[src/rtl/alu_result_queue.sv]
`default_nettype none
// ============================================================================
// Module   : alu_result_queue
// Purpose  : In-order result FIFO behind the datapath ALU. Buffers results
//            and their {v,n,z} flags between two valid/ready handshakes and
//            maintains the architectural status flags and a sticky overflow
//            bit, both updated as entries retire.
// Revision : 1.0 - initial release
// ============================================================================
module alu_result_queue #(
  parameter int BW    = 16,
  parameter int DEPTH = 4
) (
  input  logic                       clk,
  input  logic                       rst_n,
  input  logic                       in_valid,
  output logic                       in_ready,
  input  logic [BW-1:0]              in_result,
  input  logic [2:0]                 in_flags,
  input  logic                       in_flags_en,
  output logic                       out_valid,
  input  logic                       out_ready,
  output logic [BW-1:0]              out_result,
  output logic [2:0]                 out_flags,
  output logic [2:0]                 status_flags,
  output logic                       sticky_ovf,
  input  logic                       clr_sticky,
  output logic [$clog2(DEPTH):0]     count
);

  localparam int AW = $clog2(DEPTH);
  localparam int EW = BW + 4;
  localparam logic [AW:0] FULL_COUNT = (AW+1)'(DEPTH);

  // Entry layout: {result, v, n, z, flags_en}
  logic [EW-1:0] mem [DEPTH];
  logic [AW-1:0] wptr;
  logic [AW-1:0] rptr;

  logic          push;
  logic          pop;
  logic [EW-1:0] head;
  logic          head_en;
  logic          head_v;
  logic          retire_ovf;

  // Handshake qualifiers come only from registered occupancy, so out_ready
  // never reaches in_ready combinationally.
  assign in_ready   = (count != FULL_COUNT);
  assign out_valid  = (count != '0);
  assign push       = in_valid & in_ready;
  assign pop        = out_valid & out_ready;

  assign head       = mem[rptr];
  assign head_en    = head[0];
  assign head_v     = head[3];
  assign retire_ovf = pop & head_en & head_v;

  assign out_result = out_valid ? head[EW-1:4] : '0;
  assign out_flags  = out_valid ? head[3:1]    : 3'b000;

  // Storage write; contents need no reset since occupancy gates visibility.
  always_ff @(posedge clk) begin
    if (rst_n && push) begin
      mem[wptr] <= {in_result, in_flags, in_flags_en};
    end
  end

  // Pointers, occupancy and retire-side architectural state.
  always_ff @(posedge clk) begin
    if (!rst_n) begin
      wptr         <= '0;
      rptr         <= '0;
      count        <= '0;
      status_flags <= 3'b000;
      sticky_ovf   <= 1'b0;
    end else begin
      if (push) wptr <= wptr + 1'b1;
      if (pop)  rptr <= rptr + 1'b1;

      case ({push, pop})
        2'b10:   count <= count + 1'b1;
        2'b01:   count <= count - 1'b1;
        default: count <= count;
      endcase

      if (pop && head_en) begin
        status_flags <= head[3:1];
      end

      // An overflow retiring this cycle outranks a clear request.
      if (retire_ovf) begin
        sticky_ovf <= 1'b1;
      end else if (clr_sticky) begin
        sticky_ovf <= 1'b0;
      end
    end
  end

endmodule
`default_nettype wire
[config.mk]
export PLATFORM = sky130hd
export DESIGN_NAME = alu_result_queue
export DESIGN_NICKNAME = d
export VERILOG_FILES = /design/src/rtl/alu_result_queue.sv
export SDC_FILE = /design/constraint.sdc
export NUM_CORES = 1
export LEC_CHECK = 0
export ABC_AREA = 1
export CELL_PAD_IN_SITES_DETAIL_PLACEMENT = 0
export CELL_PAD_IN_SITES_GLOBAL_PLACEMENT = 1
export CORE_MARGIN = 8
export CORE_UTILIZATION = 43
export DETAILED_ROUTE_END_ITERATION = 10
export PLACE_DENSITY_LB_ADDON = 0.12
export SKIP_CTS_REPAIR_TIMING = 1
export SLEW_MARGIN = 20
export SYNTH_ARGS = -nofsm -noshare
export SYNTH_HDL_FRONTEND = slang
export SYNTH_SLANG_ARGS = --single-unit
[constraint.sdc]
create_clock -name clk -period 2.2 [get_ports clk]
set_input_delay 0.22 -clock clk [delete_from_list [all_inputs] [get_ports clk]]
set_output_delay 0.22 -clock clk [all_outputs]
set_load 0.1 [all_outputs]
* Word-level counts from Yosys, hierarchy flattened
Memory sizes are Yosys's and may differ from the RTL's. A register that Yosys moved wholly into a read port is not among the register bits.
Index checks and enable logic that the tools add are counted.
** Storage, ports and cells
- Register bits :: 11
- Bits in latches :: 0
- RAM bits :: 80
- Memory bits (read-only) :: 0
- Input port bits :: 25
- Output and inout bits :: 28
- Word-level logic and storage cells :: 31
- Memories :: 1
** Cells by class
- $add $sub $neg :: 4
- Multipliers :: 0
- Divide/modulo/power cells :: 0
- Magnitude comparators :: 0
- Equal/unequal tests :: 3
- Shifts and indexed selects :: 0
- Mux-type cells :: 9
- Bitwise gates (word level) :: 4
- Reductions and logical operators :: 5
** Memory list
- mem :: depth 4, bits a word 20, rd ports 1, clocked after memory_dff 1, write ports 1, RTL line 36 : logic [EW-1:0] mem [DEPTH];
** Operators by type and width (count)
- $mux 16 :: 1
- $pmux 3 s2 :: 1
- $add 2x1->2 const B :: 2
- $and 1x1->1 :: 4
- $mux 1 :: 4
- $mux 2 :: 2
- $reduce_bool 2->1 :: 2
- $add 3x1->3 const B :: 1
- $mux 3 :: 1
- $ne 3x3->1 const B :: 1
- $reduce_bool 3->1 :: 1
- $sub 3x1->3 const B :: 1
- $eq 2x1->1 const B :: 1
- $eq 2x2->1 const B :: 1
- $logic_and 1x1->1 :: 2

* Depth between registers and ports, before layout
- Word-level depth :: 5
- Mapped depth :: 10
- Mapped depth without buffers :: 10

* Least setup slack after synthesis
No wires, ideal clock.
- Path kind :: register to register
- Start :: register count[1]
- End :: memory mem[0][0] in the netlist's numbering (enable)
- Library setup time :: 0.397 ns
- Data arrival time :: 3.231 ns
- Required time :: 1.803 ns
- Setup slack :: -1.428 ns
- Cell stages (with the launch flop) :: 5
- Buffers on the path :: 0
- Period minus slack after synthesis :: 3.628 ns
- Path through :: dfxtp_1 -> inv_1 -> nand3_1 -> nand3_1 -> nor2_1
** Between the ends
- Word-level cells in the longest chain between the ends :: 5
** RTL lines
- start: declaration :: RTL line 28 : output logic [$clog2(DEPTH):0] count
- start signal: assignment :: RTL line 82 : 2'b10: count <= count + 1'b1;
- start signal: assignment :: RTL line 83 : 2'b01: count <= count - 1'b1;
- start signal: assignment :: RTL line 84 : default: count <= count;
- $ne 3x3->1 :: RTL line 49 : assign in_ready = (count != FULL_COUNT);
- net in_ready :: RTL line 17 : output logic in_ready,
- $and 1x1->1 :: RTL line 51 : assign push = in_valid & in_ready;
- $logic_and 1x1->1 :: RTL line 64 : if (rst_n && push) begin
- $mux 1 :: RTL line 64
- $mux 1 (implied by the code) :: RTL line 65 : mem[wptr] <= {in_result, in_flags, in_flags_en};
- end: declaration :: RTL line 36
The timed path passes the listed nets, and every way through them passes these cells.

==> impl_metrics.py <==
metrics = {
    "run_status": {
        "status": "finished clean",
    },
    "worst_setup_path": {
        "timing.critical_path.slowest_cell_delay_ps": 340,
        "crit_path_class": "reg -> out",
        "worst_r2r_startpoint": "count[1]",
        "crit_chain": "inv_2 > buf_6 > o21ai_0 > a21oi_2 > buf_12",
        "cp.arrival_ps": 1790,
        "depth_of_the_most_critical_reg_to_reg_path": 10,
        "timing.reg2reg.setup_slack_ps": 350,
        "critical_path_required_ps": 1980,
        "cp_max_fo": 28,
        "r2r_end": "count[2]",
        "critical_path.endpoint_type": "output pin",
        "critical_path.startpoint_type": "flop",
        "critPathSlowestCell": "dfxtp_1",
    },
    "placed_design": {
        "placedInstanceArea_um2": 4790,
        "hpwl_um": 4890,
        "port_buffers": 52,
        "cell_count_after_placement": 486,
        "globalplace.congestion": 0.742,
    },
    "final_layout": {
        "share_of_layout_cells_above_drive_strength_1": 0.241,
        "fin_nets": 420,
        "stdcell_area_um2": 5000,
        "layout.cells.non_filler": 502,
        "final_common_cell": "edfxtp_1",
        "antenna_cells_inserted": 0,
        "areaGrowthSynthToFinish_pct": 30.7,
        "mostFrequentLayoutCells": "edfxtp_1, nor2_1, inv_1, clkdlybuf4s50_1, buf_12",
        "finish.utilization": 0.576,
    },
    "drt": {
        "antenna_violating_nets_post_route": 0,
        "drcViolationCount": 0,
        "drt_iter0_drc": 118,
        "wire_per_inst_um": 15.1,
        "routed_wl_um": 7600,
        "route.detailed.vias_per_inst": 4.83,
        "dr.pass1.iters": 4,
        "vias": 2427,
    },
    "die": {
        "design.core.area_um2": 8680,
        "placementRows": 34,
        "die_h_um": 110,
        "die-area_um2": 12200,
        "io_pins": 53,
        "start_util": 0.441,
        "die_x_extent_um": 110,
    },
    "global_routing": {
        "grt_max_degree": 39,
        "overflow": 0,
        "grt_pass1_vias": 2326,
        "first_pass_grt_wire_length_um": 11900,
        "global_route.usage.total": 0.130,
        "antenna_violations_before_repair": 0,
    },
    "synth": {
        "post_synth_inst_count": 329,
        "synth-simple-area-share": 0.124,
        "muxShareOfSynthArea": 0,
        "post_synth_fa_ha_maj_area_fraction": 0.0216,
        "synth-xor-area-share": 0,
        "post_synth_instance_area_um2": 3820,
        "yosysSeqAreaShare": 0.696,
        "syn_nets": 360,
        "synth_seq_cells": 93,
        "synth_area_leaders": "edfxtp_1, nor2_1, dfxtp_1",
        "synth_top_area_share": 0.628,
        "yosys_warnings": 0,
        "synth_top_family_by_area": "simple AND/OR/NAND/NOR gates",
        "compound_gate_fraction_of_synth_area": 0.0939,
        "yosys.area.top_type": "edfxtp_1",
        "post_synthesis_mean_instance_area_um2": 11.6,
        "number_of_distinct_library_cell_variants_in_the_gate_level_netlist_after_synthesis": 24,
    },
    "worst_hold_path": {
        "min_path_type": "reg -> reg",
        "hold_depth": 2,
        "holdCritStartpoint": "status_flags[2]",
        "holdPathEnd": "status_flags[2]",
    },
    "clock_network": {
        "cts_max_path_buffers": 2,
        "cts.sinks": 93,
        "h-tree-depth": 3,
        "clk_transition_reported_paths_ps": 90,
        "cts_buffers": 9,
        "clk_latency_ps": 350,
        "tritoncts": "done",
        "clockRootBuffer": "clkbuf_8",
    },
    "timing": {
        "rsz0062_at_grt": "no",
        "timing.final.setup_violations": 0,
        "worst_rel_slew_slack": 0.724,
        "period_share": 0.915,
        "max_slew.worst_pin.slew_ps": 412,
        "period_minus_slack_ps": 2010,
        "timing.fmax_mhz": 497,
        "skew_final_ps": 8.36,
        "maxSlewViolCount": 0,
        "tns_ps": 0,
        "finalHoldViolCount": 0,
    },
    "power": {
        "vdd_ir_drop_max_mv": 1.20,
        "fin_total_pwr_uw": 7420,
        "power.leakage_uw": 0.00180,
        "power_density_nw_per_um2": 1480,
    },
    "flow_run": {
        "max_cap_violations": 0,
    },
}
state kept, by name (all words and copies together), names as in the netlist, named ones only:
signal,count
status_flags,3
wptr,2
sticky_ovf,1
count,3
mem,80
rptr,2
worst max path at each step:
stage | from | endpoint | slack, ps | depth (start not counted)
after floorplan | count[1] | count[2] | 20 | 10
after global placement | out_ready | count[2] | 190 | 10
after detailed placement | out_ready | count[2] | 150 | 10
after CTS | flop | out_result[6] | 90 | 5
after global routing | flop | out_result[6] | 50 | 5
final | flop | out_result[6] | 190 | 5
cells by family (layout without fill, tap and decap cells):
group / Yosys count / in the layout
buffers and inverters: 45 / 110
adders and majority gates: 6 / 6
and+or+nand+nor: 114 / 114
AOI/OAI and AO/OA: 71 / 71
DFF: 93 / 93
synth_stat cells:
library cell / number
buf_2: 3
nor2_4: 1
buf_6: 4
o21ai_0: 21
inv_2: 2
fa_1: 1
a21oi_2: 1
nand3_1: 4
buf_4: 1
nand3_2: 3
edfxtp_1: 80
nor2_1: 82
buf_8: 2
dfxtp_1: 13
buf_12: 1
nand2_2: 3
a21oi_1: 28
nor3_2: 1
inv_1: 28
clkbuf_1: 3
ha_1: 5
nand2_1: 20
clkbuf_2: 1
o21ai_1: 21
final cells by class:
cell class / instances / area [µm²]
well taps: 108 / 135
repair buffers: 64 / 836
clock inverters: 7 / 72.6
multi-input cells: 191 / 1040
inverters: 30 / 113
fillers: 721 / 3680
flip-flops and latches: 93 / 2670
clock buffers: 9 / 124
report_power, final:
part	switching, µW	internal [µW]
Sequential	71.0	2060
Clock	589	530
Combinational	2900	1270
metrics by stage:
stage | hold slack (ps) | setup WS, ps
2_1_floorplan | 319 | 20.4
3_3_place_gp | 455 | 194
3_5_place_dp | 461 | 150
4_1_cts | 476 | 92.0
5_1_grt | 497 | 50.3
6_report | 474 | 186
metal layers:
layer  share of wire  wire [µm]  GRT usage  vias to the layer above
li1                -          -          -                     1234
met1            0.45       3440      0.169                     1142
met2            0.49       3760      0.210                       41
met3           0.038        290     0.0267                       10
met4           0.014        106     0.0485                        0
met5               0          0          0                        -
critical path: cells and delay by family, from the launching register on:
kind | cells | cell delay [ps]
AO/OA/AOI/OAI | 2 | 410
flip-flops | 1 | 340
buffers and inverters | 3 | 680
(Power assumes the default switching activity.)
